===== config.mk =====
export PLATFORM = sky130hd
export DESIGN_NAME = adder_bist_driver_flat
export DESIGN_NICKNAME = d
export VERILOG_FILES = /design/src/rtl/adder_bist_pkg.sv /design/src/rtl/adder_bist_if.sv /design/src/rtl/adder_bist_lfsr.sv /design/src/rtl/adder_bist_driver.sv /design/src/flat_wrapper.sv
export SDC_FILE = /design/constraint.sdc
export NUM_CORES = 1
export LEC_CHECK = 0
export BUFFER_PORTS_ARGS = -buffer_cell sky130_fd_sc_hd__buf_2
export CORE_MARGIN = 4
export CORE_UTILIZATION = 40
export DETAILED_ROUTE_END_ITERATION = 8
export PLACE_DENSITY_LB_ADDON = 0.15
export SKIP_LAST_GASP = 1
export SYNTH_ARGS = -nofsm -noshare
export SYNTH_HDL_FRONTEND = slang
export SYNTH_SLANG_ARGS = --single-unit

===== constraint.sdc =====
create_clock -name clk -period 5.6 [get_ports clk]
set_input_delay 1.12 -clock clk [delete_from_list [all_inputs] [get_ports clk]]
set_output_delay 1.12 -clock clk [all_outputs]
set_load 0.1 [all_outputs]

===== src/rtl/adder_bist_pkg.sv =====
// Shared types and constants for the adder BIST driver and its LFSR.
// Pure declarations, no timing or flow control of its own.
// Used by every module of the driver through a wildcard import.
package adder_bist_pkg;

    typedef enum logic [2:0] {
        IDLE,
        RST_DUT,
        RUN,
        DRAIN,
        DONE
    } state_e;

    localparam logic [15:0] LFSR_TAPS         = 16'hB400;
    localparam logic [15:0] LFSR_SEED_DEFAULT = 16'hFFFF;

    // Right-shifting Galois form of x^16+x^14+x^13+x^11+1.
    function automatic logic [15:0] lfsr_next(input logic [15:0] s);
        return s[0] ? ((s >> 1) ^ LFSR_TAPS) : (s >> 1);
    endfunction

endpackage


===== src/rtl/adder_bist_if.sv =====
// Pin bundle between the BIST driver (master) and the adder under test (slave).
// Latency set by the adder; the driver assumes DUT_LATENCY cycles.
// No backpressure: one operand set per cycle, results expected on schedule.
interface adder_bist_if #(
    parameter int BIT_WIDTH = 4
);
    logic                 dut_n_rst;
    logic [BIT_WIDTH-1:0] a;
    logic [BIT_WIDTH-1:0] b;
    logic                 carry_in;
    logic [BIT_WIDTH-1:0] sum;
    logic                 overflow;

    modport master (
        output dut_n_rst, a, b, carry_in,
        input  sum, overflow
    );

    modport slave (
        input  dut_n_rst, a, b, carry_in,
        output sum, overflow
    );
endinterface


===== src/rtl/adder_bist_lfsr.sv =====
// 16-bit Galois LFSR supplying random operand vectors; exposes the low OUT_W bits.
// Latency: new state one cycle after load or step.
// No backpressure: advances only when step is asserted.
module adder_bist_lfsr
    import adder_bist_pkg::*;
#(
    parameter int OUT_W = 9
) (
    input  logic             clk,
    input  logic             rst,
    input  logic             load,
    input  logic [15:0]      seed,
    input  logic             step,
    output logic [OUT_W-1:0] vec
);
    logic [15:0] state;

    assign vec = state[OUT_W-1:0];

    always_ff @(posedge clk) begin
        if (rst) begin
            state <= LFSR_SEED_DEFAULT;
        end else if (load) begin
            // An all-zero seed would lock the register up.
            state <= (seed == 16'h0000) ? LFSR_SEED_DEFAULT : seed;
        end else if (step) begin
            state <= lfsr_next(state);
        end
    end
endmodule


===== src/rtl/adder_bist_driver.sv =====
// Tester-side driver for an adder: issues exhaustive or LFSR vectors and checks results.
// Latency: result of vector t compared at the edge ending cycle t+DUT_LATENCY.
// No backpressure: one vector per RUN cycle; start while busy is ignored.
module adder_bist_driver
    import adder_bist_pkg::*;
#(
    parameter int BIT_WIDTH   = 4,
    parameter int DUT_LATENCY = 0,
    parameter int RST_CYCLES  = 2,
    parameter int CNT_W       = 16
) (
    input  logic             clk,
    input  logic             rst,
    input  logic             start,
    input  logic             exhaustive,
    input  logic [CNT_W-1:0] num_vectors,
    input  logic [15:0]      seed,
    adder_bist_if.master     bus,
    output logic             busy,
    output logic             done,
    output logic             pass,
    output logic [CNT_W-1:0] err_count,
    output logic [CNT_W-1:0] first_err_idx,
    output logic [CNT_W-1:0] vec_count
);
    localparam int               NV         = 2 * BIT_WIDTH + 1;
    localparam int               PD         = DUT_LATENCY + 1;
    localparam logic [CNT_W-1:0] EXH_TOTAL  = CNT_W'(1) << NV;
    localparam logic [15:0]      RST_LOAD   = 16'(RST_CYCLES - 1);
    localparam logic [15:0]      DRAIN_LOAD = 16'(DUT_LATENCY);

    state_e               state;
    logic                 mode_exh;
    logic [CNT_W-1:0]     total;
    logic [15:0]          phase_cnt;
    logic [NV-1:0]        lfsr_vec;
    logic [NV-1:0]        next_vec;
    logic [BIT_WIDTH-1:0] va;
    logic [BIT_WIDTH-1:0] vb;
    logic                 vc;
    logic [BIT_WIDTH:0]   next_exp;
    logic                 accept;
    logic                 issue;
    logic                 mismatch;

    // Stage 0 describes the operands currently on the bus; stage PD-1 is the one checked.
    logic                 pipe_vld [PD];
    logic [CNT_W-1:0]     pipe_idx [PD];
    logic [BIT_WIDTH:0]   pipe_exp [PD];

    assign accept   = start && (state == IDLE || state == DONE);
    assign issue    = (state == RST_DUT && phase_cnt == 16'd0 && total != '0) ||
                      (state == RUN && vec_count != total);
    assign next_vec = mode_exh ? vec_count[NV-1:0] : lfsr_vec;
    assign {va, vb, vc} = next_vec;
    assign next_exp = {1'b0, va} + {1'b0, vb} + {{BIT_WIDTH{1'b0}}, vc};
    assign mismatch = pipe_vld[PD-1] && ({bus.overflow, bus.sum} != pipe_exp[PD-1]);

    adder_bist_lfsr #(
        .OUT_W(NV)
    ) u_lfsr (
        .clk  (clk),
        .rst  (rst),
        .load (accept),
        .seed (seed),
        .step (issue && !mode_exh),
        .vec  (lfsr_vec)
    );

    always_ff @(posedge clk) begin
        if (rst) begin
            state         <= IDLE;
            mode_exh      <= 1'b0;
            total         <= '0;
            phase_cnt     <= '0;
            bus.dut_n_rst <= 1'b0;
            bus.a         <= '0;
            bus.b         <= '0;
            bus.carry_in  <= 1'b0;
            busy          <= 1'b0;
            done          <= 1'b0;
            pass          <= 1'b0;
            err_count     <= '0;
            first_err_idx <= '1;
            vec_count     <= '0;
            for (int k = 0; k < PD; k++) begin
                pipe_vld[k] <= 1'b0;
                pipe_idx[k] <= '0;
                pipe_exp[k] <= '0;
            end
        end else begin
            pipe_vld[0] <= issue;
            if (issue) begin
                pipe_idx[0]  <= vec_count;
                pipe_exp[0]  <= next_exp;
                bus.a        <= va;
                bus.b        <= vb;
                bus.carry_in <= vc;
                vec_count    <= vec_count + CNT_W'(1);
            end
            for (int k = 1; k < PD; k++) begin
                pipe_vld[k] <= pipe_vld[k-1];
                pipe_idx[k] <= pipe_idx[k-1];
                pipe_exp[k] <= pipe_exp[k-1];
            end

            if (mismatch) begin
                if (err_count != '1) err_count <= err_count + CNT_W'(1);
                if (err_count == '0) first_err_idx <= pipe_idx[PD-1];
            end

            case (state)
                IDLE, DONE: begin
                    if (accept) begin
                        state         <= RST_DUT;
                        mode_exh      <= exhaustive;
                        total         <= exhaustive ? EXH_TOTAL : num_vectors;
                        phase_cnt     <= RST_LOAD;
                        bus.dut_n_rst <= 1'b0;
                        bus.a         <= '0;
                        bus.b         <= '0;
                        bus.carry_in  <= 1'b0;
                        busy          <= 1'b1;
                        done          <= 1'b0;
                        pass          <= 1'b0;
                        err_count     <= '0;
                        first_err_idx <= '1;
                        vec_count     <= '0;
                        for (int k = 0; k < PD; k++) pipe_vld[k] <= 1'b0;
                    end
                end
                RST_DUT: begin
                    if (phase_cnt == 16'd0) begin
                        bus.dut_n_rst <= 1'b1;
                        if (total == '0) begin
                            state     <= DRAIN;
                            phase_cnt <= DRAIN_LOAD;
                        end else begin
                            state <= RUN;
                        end
                    end else begin
                        phase_cnt <= phase_cnt - 16'd1;
                    end
                end
                RUN: begin
                    if (vec_count == total) begin
                        state     <= DRAIN;
                        phase_cnt <= DRAIN_LOAD;
                    end
                end
                DRAIN: begin
                    if (phase_cnt == 16'd0) begin
                        state <= DONE;
                        busy  <= 1'b0;
                        done  <= 1'b1;
                        pass  <= (err_count == '0) && !mismatch;
                    end else begin
                        phase_cnt <= phase_cnt - 16'd1;
                    end
                end
                default: state <= IDLE;
            endcase
        end
    end
endmodule


===== src/flat_wrapper.sv =====
// flat-port wrapper written by rule: the top's interface ports become plain ports
module adder_bist_driver_flat import adder_bist_pkg::*;
#(
    parameter int BIT_WIDTH   = 4,
    parameter int DUT_LATENCY = 0,
    parameter int RST_CYCLES  = 2,
    parameter int CNT_W       = 16
)
  (clk, rst, start, exhaustive, num_vectors, seed, busy, done, pass, err_count, first_err_idx, vec_count, bus_dut_n_rst, bus_a, bus_b, bus_carry_in, bus_sum, bus_overflow);
  adder_bist_if #(.BIT_WIDTH(BIT_WIDTH)) bus_i ();
  input  logic clk;
  input  logic rst;
  input  logic start;
  input  logic exhaustive;
  input  logic [CNT_W-1:0] num_vectors;
  input  logic [15:0] seed;
  output logic busy;
  output logic done;
  output logic pass;
  output logic [CNT_W-1:0] err_count;
  output logic [CNT_W-1:0] first_err_idx;
  output logic [CNT_W-1:0] vec_count;
  output wire logic [$bits(bus_i.dut_n_rst)-1:0] bus_dut_n_rst;
  output wire logic [$bits(bus_i.a)-1:0] bus_a;
  output wire logic [$bits(bus_i.b)-1:0] bus_b;
  output wire logic [$bits(bus_i.carry_in)-1:0] bus_carry_in;
  input wire logic [$bits(bus_i.sum)-1:0] bus_sum;
  input wire logic [$bits(bus_i.overflow)-1:0] bus_overflow;
  assign bus_dut_n_rst = bus_i.dut_n_rst;
  assign bus_a = bus_i.a;
  assign bus_b = bus_i.b;
  assign bus_carry_in = bus_i.carry_in;
  assign bus_i.sum = bus_sum;
  assign bus_i.overflow = bus_overflow;
  adder_bist_driver #(.BIT_WIDTH(BIT_WIDTH), .DUT_LATENCY(DUT_LATENCY), .RST_CYCLES(RST_CYCLES), .CNT_W(CNT_W)) u_core (.clk(clk), .rst(rst), .start(start), .exhaustive(exhaustive), .num_vectors(num_vectors), .seed(seed), .bus(bus_i), .busy(busy), .done(done), .pass(pass), .err_count(err_count), .first_err_idx(first_err_idx), .vec_count(vec_count));
endmodule

Word level (Yosys, flattened, before mapping). Memory sizes are Yosys's and may differ from the RTL's. Index checks and enable logic that the tools add are counted. Widths: inputs -> output; s select.

$add $sub $neg: 5. $mul: 0. Div/mod/pow operators: 0. Magnitude comparators: 0. Eq/ne operators: 14. Shift operators: 0. Multiplexer cells: 63. Bitwise gates (word level): 1. Reduce and logical (&&, ||, !) cells: 30.

Operator list (number): $mux 16 (22); $logic_not 16->1 (4); $pmux 16 s4 (1); $add 16x1->16 const B (2); $mux 4 (6); $mux 1 (23); $eq 16x16->1 (1); $ne 16x16->1 (1); $ne 16x16->1 const B (1); $reduce_bool 16->1 (1); $reduce_or 16->1 (1); $sub 16x1->16 const B (1); $mux 3 (4); $pmux 3 s4 (1); $mux 9 (1); $pmux 1 s2 (4); $logic_and 1x1->1 (7); $eq 3x2->1 const B (2); $ne 2x2->1 const B (3); $reduce_and 3->1 (2); $reduce_bool 2->1 (3); $add 4x4->5 (1); $add 5x1->5 (1); $mux 5 (1); 16 further kinds (19).

Register bits: 113. Latch bits: 0. Memory bits (writable): 22. Memory bits (read-only): 0. Input port bits: 41. Output and inout port bits: 61. Word-level logic and storage cells: 131. Memories: 3.

Memories: u_core.pipe_idx (words 1, bits a word 16, rd ports 1, clocked after Yosys merged registers in 0, wr ports 1, RTL line adder_bist_driver.sv:48) `logic [CNT_W-1:0] pipe_idx [PD];`; u_core.pipe_exp (words 1, bits a word 5, rd ports 1, clocked after Yosys merged registers in 0, wr ports 1, RTL line adder_bist_driver.sv:49) `logic [BIT_WIDTH:0] pipe_exp [PD];`; u_core.pipe_vld (words 1, bits a word 1, rd ports 1, clocked after Yosys merged registers in 0, wr ports 2, RTL line adder_bist_driver.sv:47) `logic pipe_vld [PD];`.

Depth between registers and ports, before layout. Gate-level depths: netlist of run 1.

Word-level depth: 9. Depth in mapped cells: 11. Mapped depth without buffers: 9.

Hierarchy. A second synthesis of run 1 with hierarchy kept.

Cell total of the unflattened synthesis: 695. Area total of the unflattened synthesis: 6508.7 um^2.

Modules (own cells, without submodules): adder_bist_driver (instances 1, cells an instance 588, area each 5554.1 um^2, sequential area each 2592.5 um^2); adder_bist_lfsr (instances 1, cells an instance 107, area each 954.7 um^2, sequential area each 320.3 um^2).

Worst setup path after synthesis of run 1. OpenSTA, ideal clock, no wires.

Kind: register -> register. From: register u_core.vec_count[4]. To: memory u_core.pipe_exp[0][0] in the netlist's numbering, enable pin. Setup time: 0.408 ns. Arrival time: 2.899 ns. Required time: 5.192 ns. Setup slack: 2.293 ns. Cell stages (with the launch flop): 8. Buffers on the path: 2. Period minus slack after synthesis: 3.307 ns. Cell sequence: dfxtp_1 -> buf_2 -> xnor2_1 -> nand4_1 -> nor4_4 -> o32a_1 -> clkbuf_1 -> nand2b_1.

Word-level cells in the longest chain between the ends: 8.

Ends and longest elaborated chain: from (decl) (RTL line adder_bist_driver.sv:24) `output logic [CNT_W-1:0] vec_count`; from (signal assigned) (RTL line adder_bist_driver.sv:99) `vec_count <= vec_count + CNT_W'(1);`; $ne 16x16->1 (*) (RTL line adder_bist_driver.sv:53) `(state == RUN && vec_count != total);`; $logic_and 1x1->1 (*) (RTL line adder_bist_driver.sv:53); $logic_or 1x1->1 (*) (RTL line adder_bist_driver.sv:52) `assign issue = (state == RST_DUT && phase_cnt == 16'd0 && total != '0) ||`; $mux 1 (*) (RTL line adder_bist_driver.sv:93) `if (issue) begin`; $mux 1 (*) (RTL line adder_bist_driver.sv:71) `if (rst) begin`; $mux 1 (not written as such) (*) (RTL line adder_bist_driver.sv:95) `pipe_exp[0] <= next_exp;`; $reduce_or 5->1 (no line); $mux 1 (no line) (*); to (decl) (RTL line adder_bist_driver.sv:49).

Mark *: on every way between the ends. The rest lies on a longest branch, timed or not.

Worst setup path in the final report of run 1.
From: register u_core.vec_count[1]. To: memory u_core.pipe_idx[0][7], enable pin.

Word-level cells in the longest chain between the ends: 8.

Ends and longest elaborated chain: $ne 16x16->1 (*) (RTL line adder_bist_driver.sv:53); $logic_and 1x1->1 (*) (RTL line adder_bist_driver.sv:53); $logic_or 1x1->1 (*) (RTL line adder_bist_driver.sv:52); $mux 1 (*) (RTL line adder_bist_driver.sv:93); $mux 1 (*) (RTL line adder_bist_driver.sv:71); $mux 1 (not written as such) (*) (RTL line adder_bist_driver.sv:94) `pipe_idx[0] <= vec_count;`; $reduce_or 16->1 (no line); $mux 1 (no line) (*); to (decl) (RTL line adder_bist_driver.sv:48).

Marks and branches as above.

==> metrics.md, run 1 <==
| Metric | Value |
|---|---|
| Outcome | finished clean |
| Post-Syn Area per Cell | 9.40 µm² |
| Post-synth cell types | 54 |
| CP required | 5560 ps |
| Area growth, synth to finish | 19.4% |
| CTS tree | done |
| Io pins | 102 |
| Slowest Stage Delay on Critical Path | 610 ps |
| Post-route DRC violation count | 0 |
| Period minus WS final | 3090 ps |
| Power per cell area | 556 nW/µm² |
| Gr ovfl total | 0 |
| Buffers & Inverters on Critical Path | 1 |
| Period utilization | 55.2% |
| Maximum clock path buffer count | 2 |
| Starting Density | 40.8% |
| Final Skew | 7.59 ps |
| Hold path start | u_core.bus.dut_n_rst |
| Worst-path clk slew | 60 ps |
| Register bit total from synthesis | 135 |
| CTS root buffer | clkbuf_16 |
| Global router's overall resource usage | 17.5% |
| First-pass GRT wire length | 25100 µm |
| Reg2reg start | u_core.vec_count[1] |
| Htree depth | 4 |
| Placed insts | 911 |
| Ys Warns | 0 |
| Post-CTS Setup Inserts | 0 |
| Worst Setup Path Type | reg -> reg |
| Routed WL | 15500 µm |
| Clock group share of total power | 26.2% |
| Final hold viol count | 0 |
| Post-Syn Area | 6180 µm² |
| Die height | 132 µm |
| RSZ-0062 raised after global routing | no |
| HPWL after DPL | 11100 µm |
| Pins Over Slew Limit | 0 |
| Design Power | 4.10 mW |
| CP max FO | 33 |
| Worst-margin pin slew | 981 ps |
| Fmax | 324 MHz |
| Site Rows | 45 |
| Max Cap Viol | 0 |
| Total CTS buffers | 17 |
| Detail Route Antenna Nets | 0 |
| CP max stage cell | dfxtp_1 |
| Hold buffer count at CTS | 0 |
| Synth async-reset ratio | 0% |
| Die area | 17500 µm² |
| Worst setup path startpoint | u_core.vec_count[1] |
| Wirelength per Cell | 16.5 µm |
| Cell family with most CP delay | simple AND/OR/NAND/NOR gates |
| Via-per-instance ratio | 5.61 |
| Int Power | 2.41 mW |
| Syn Inst Count | 658 |
| Setup TNS | 0 ps |
| Core Region | 15100 µm² |
| CTS sink count | 135 |
| Seq pwr share | 33.4% |
| CP Cell Sequence | xnor2_1 > nand4_1 > nor4_4 > o32a_1 > buf_4 > nand2b_1 |
| Antenna Cells | 0 |
| Via count | 5292 |
| Port bufs | 101 |
| TritonRoute pass-1 iters | 5 |
| Worst slew margin | 34.6% |
| Routability congestion estimate | 0.811 |
| Primary FF master, synth | dfxtp_1 |
| Worst EP arrival | 3050 ps |
| DIE WIDTH | 132 µm |
| Seq/Total Area, Yosys | 47.1% |
| Min-delay worst type | reg -> reg |
| Gate power share | 40.4% |
| DR iter-0 viols | 385 |
| Number of fill cells | 1430 |
| Vias in the first global route | 4912 |
| Nets | 792 |
| Switching share of power | 41.2% |
| Post-cts sizing count | 0 |
| Latest clock arrival within the worst-skew pair | 420 ps |
| Syn nets | 708 |
| Largest net degree at the start of global routing | 41 |
| Layout cells sized above 1 | 21.2% |
| Sw Pwr | 1.69 mW |
| Initial antenna violation count | 1 |
| Final setup fails | 0 |
| EDFF count, synth | 21 |
| Startpoint Class | flop |
| Endpoint type of the worst setup path | flop |
| Peak supply drop | 0.262 mV |
| Final std cells w/o fill | 943 |
| Leak | 2.90 nW |
path summary, 6_finish.rpt:
path,slack (ps),cells after the start,endpoint
hold / removal,440,2,u_core.bus.dut_n_rst
hold reg to reg,440,2,u_core.bus.dut_n_rst
setup reg to reg,2510,6,u_core.pipe_idx[0][7]
setup / recovery,2510,6,u_core.pipe_idx[0][7]
cell usage in the layout (no fill, tap or decap), types with 7 or more instances in the layout:
cell type / netlist / routed
a21oi_1: 36 / 36
a22o_1: 15 / 15
a31oi_1: 18 / 18
and2_1: 21 / 21
and3_1: 7 / 7
and4_1: 7 / 7
buf_2: 9 / 101
clkbuf_16: 0 / 18
dfxtp_1: 114 / 114
edfxtp_1: 21 / 21
ha_1: 7 / 7
inv_1: 12 / 12
mux2i_1: 21 / 21
nand2_1: 43 / 43
nand3_1: 16 / 16
nand4_1: 17 / 17
nor2_1: 49 / 48
nor3_1: 15 / 15
nor4_1: 16 / 16
o21ai_0: 30 / 30
o22ai_1: 16 / 16
o31ai_1: 10 / 10
or3_1: 19 / 19
or4_1: 8 / 8
xnor2_1: 23 / 23
xor2_1: 18 / 18
power by group through the flow:
stage	combinational (mW)	sequential [mW]	clock, mW
CTS	1.66	1.37	1.09
global route	1.82	1.40	1.13
finish	1.66	1.37	1.07
detailed placement	1.65	1.39	0
global placement	1.62	1.38	0
floorplan	1.10	1.61	0
layer usage:
layer / up-vias / wire length, µm / global-route usage (%)
met3: 17 / 874 / 4.62
met1: 2516 / 7330 / 24.2
met2: 155 / 7120 / 26.7
met5: - / 13 / 0
met4: 2 / 195 / 5.66
li1: 2602 / - / -
area by class of cell:
type	count	area [µm²]	area share (%)
clock buffers	21	482	6.52
multi-input cells	470	3070	41.6
well taps	188	235	3.19
clock inverters	11	97.6	1.32
flip-flops and latches	135	2910	39.5
inverters	12	45.0	0.610
repair buffers	106	543	7.35
state kept, by name, indices dropped and copies added, names as in the netlist:
signal                count
u_core.state              3
u_core.bus.dut_n_rst      1
u_core.u_lfsr.state      16
u_core.err_count         16
u_core.phase_cnt         16
u_core.done               1
u_core.bus.a              4
u_core.busy               1
u_core.vec_count         16
u_core.pipe_idx          16
u_core.pass               1
u_core.total             16
u_core.first_err_idx     16
u_core.bus.carry_in       1
u_core.mode_exh           1
u_core.bus.b              4
u_core.pipe_exp           5
u_core.pipe_vld           1
metrics by stage:
stage,hold WS (ps),worst slack [ps],area (µm²),util [%]
floorplan,434,2290,6180,-
global placement,441,2440,6800,44.9
detailed placement,439,2370,6800,44.9
CTS,448,2540,7380,48.7
global route,473,2320,7380,48.7
finish,443,2510,7380,48.7
synth_stat cells (2+ instances only):
| cell type | instances | area, µm² |
|---|---|---|
| nand4b_1 | 2 | 17.5 |
| a22o_1 | 15 | 131 |
| a31oi_1 | 18 | 113 |
| or3_2 | 3 | 22.5 |
| o21a_1 | 3 | 22.5 |
| nor3_1 | 15 | 75.1 |
| fa_1 | 2 | 40.0 |
| mux2_2 | 6 | 67.6 |
| a21o_1 | 3 | 22.5 |
| o31ai_1 | 10 | 75.1 |
| xnor2_1 | 23 | 201 |
| or4_2 | 3 | 26.3 |
| nand2b_1 | 6 | 37.5 |
| buf_2 | 9 | 45.0 |
| nand3_1 | 16 | 80.1 |
| inv_1 | 12 | 45.0 |
| and2_1 | 21 | 131 |
| nor4_1 | 16 | 100 |
| a211oi_1 | 5 | 37.5 |
| ha_1 | 7 | 87.6 |
| and3_1 | 7 | 43.8 |
| o22ai_1 | 16 | 100 |
| or3_4 | 2 | 22.5 |
| edfxtp_1 | 21 | 631 |
| nand4_1 | 17 | 106 |
| o31a_1 | 4 | 35.0 |
| or3_1 | 19 | 119 |
| and4_1 | 7 | 61.3 |
| dfxtp_1 | 114 | 2280 |
| nor3b_1 | 2 | 15.0 |
| clkbuf_1 | 30 | 113 |
| o21ai_0 | 30 | 150 |
| nor2_1 | 49 | 184 |
| or2_2 | 2 | 12.5 |
| xor2_1 | 18 | 158 |
| nor2b_1 | 2 | 12.5 |
| a21oi_1 | 36 | 180 |
| nand2_1 | 43 | 161 |
| mux2i_1 | 21 | 210 |
| buf_1 | 2 | 7.51 |
| or4_1 | 8 | 60.1 |
kinds of logic (layout without fill, tap and decap cells):
kind of cell    Yosys count  after routing  synth area share [%]
fa+ha+maj                 9              9                  2.06
simple gates            245            245                  21.8
buf+inv                  53            150                  3.40
compound gates          148            148                  15.4
xor+xnor                 41             41                  5.81
mux                      27             27                  4.49
flops                   135            135                  47.1
worst min-delay path, cell delays in order (launching register included):
cell,delay (ps)
dfxtp_1,310
inv_1,40
a21oi_1,50
No activity file was read; power rests on OpenSTA's default activity.
==> run 2: changes to the inputs <==
==> constraint.sdc (replaced) <==
create_clock -name clk -period 2.9 [get_ports clk]
set_input_delay 0.58 -clock clk [delete_from_list [all_inputs] [get_ports clk]]
set_output_delay 0.58 -clock clk [all_outputs]
set_load 0.1 [all_outputs]
==> metrics.md, run 2 (synthesis gave the netlist of run 1 again) <==
| Metric | Value |
|---|---|
| Most frequent cells in the layout | buf_2 (101), dfxtp_1 (98), nor2_1 (48), nand2_1 (43), a21oi_1 (36) |
| Io pins | 102 |
| Final std cells w/o fill | 956 |
| Post-cts sizing count | 0 |
| Port bufs | 101 |
| Min-delay worst type | in -> reg |
| Period utilization | 84.8% |
| Period minus WS final | 2460 ps |
| Worst-margin pin slew | 886 ps |
| Latest clock arrival within the worst-skew pair | 410 ps |
| Max Cap Viol | 0 |
| Final hold viol count | 0 |
| RSZ-0062 raised after global routing | no |
| Die height | 132 µm |
| Fmax | 407 MHz |
| Die area | 17500 µm² |
| Global router's overall resource usage | 18.1% |
| Hold buffer count at CTS | 0 |
| Hold Path Depth | 2 |
| Wirelength per Cell | 16.6 µm |
| Worst slew margin | 40.8% |
| Area growth, synth to finish | 20.3% |
| Endpoint type of the worst setup path | flop |
| Core Region | 15100 µm² |
| Placed insts | 924 |
| Power per cell area | 1060 nW/µm² |
| Post-CTS Setup Inserts | 0 |
| Vias in the first global route | 5140 |
| DIE WIDTH | 132 µm |
| Startpoint Class | flop |
| CTS tree | done |
| CP max FO | 26 |
| Detail Route Antenna Nets | 0 |
| Nets | 805 |
| Maximum clock path buffer count | 2 |
| DR iter-0 viols | 370 |
| Initial antenna violation count | 0 |
| Routability congestion estimate | 0.834 |
| Layout cells sized above 1 | 24.3% |
| TritonRoute pass-1 iters | 5 |
| Worst Setup Path Type | reg -> reg |
| Pins Over Slew Limit | 0 |
| Starting Density | 40.8% |
| Routed WL | 15900 µm |
| HPWL after DPL | 11500 µm |
| CTS root buffer | clkbuf_16 |
| CP required | 3230 ps |
| Final setup fails | 0 |
| Post-route DRC violation count | 0 |
| Largest net degree at the start of global routing | 40 |
| M2 GR Usage | 28.5% |
| Area of placed instances | 6920 µm² |
| GR peak layer | met2 |
| Most common cell after layout, fill and taps aside | buf_2 |
| GR Util met3 | 5.23% |
| Design Power | 7.87 mW |
| R2r worst-path depth | 6 |
| Outcome | finished clean |
| Total CTS buffers | 17 |
| Worst-path clk slew | 60 ps |
| Site Rows | 45 |
| Worst EP arrival | 2790 ps |
| First-pass GRT wire length | 25800 µm |
| Leak | 2.95 nW |
| Gr ovfl total | 0 |
| R2R Setup Slk | 440 ps |
| Finished Cell Area | 7440 µm² |
| Antenna Cells | 0 |
| Peak supply drop | 0.594 mV |
| CTS sink count | 135 |
| Final Skew | 8.06 ps |
| Met1 Use GR | 23.9% |
| Setup TNS | 0 ps |
| Via count | 5261 |
| Via-per-instance ratio | 5.50 |
| Htree depth | 4 |
==> run 2: final timing paths <==
path	startpoint	endpoint
worst max-delay path	u_core.phase_cnt[11]	u_core.vec_count[7]
worst min-delay path	num_vectors[13]	u_core.total[13]
worst max register to register	u_core.phase_cnt[11]	u_core.vec_count[7]
worst min register to register	u_core.pipe_idx[0][12]	u_core.first_err_idx[12]
==> run 2: per-stage QoR <==
step                setup WS, ps  utilization (%)  hold WS [ps]
floorplan                    133                -           434
global placement             494             45.7           446
detailed placement           471             45.7           451
CTS                          434             49.1           360
global route                 192             49.1           367
finish                       441             49.1           378
==> run 2: layout make-up <==
class	instances	area (µm²)
multi-input combinational	470	3070
fill	1405	7710
tap	188	235
clock buffer	22	454
timing repair buffer	119	641
clock inverter	10	57.6
inverter	12	45.0
sequential	135	2930
==> run 2: report_power, final <==
group	internal [mW]	switching (mW)	leakage, nW
Sequential	2.32	0.315	1.15
Combinational	1.18	2.17	1.54
Clock	1.10	0.774	0.249
==> run 2: per-layer routing <==
metal,part of all wire [%],vias up
li1,-,2628
met1,47,2455
met2,46,151
met3,5.1,27
met4,1.7,0
met5,0,-
==> run 2: worst max-delay path, stage by stage (launching register included) <==
cell     delay (ps)
dfxtp_1         340
nor4_1          370
and4_1          290
nand2_1         110
o32a_1          490
or4_1           610
a21oi_1         170
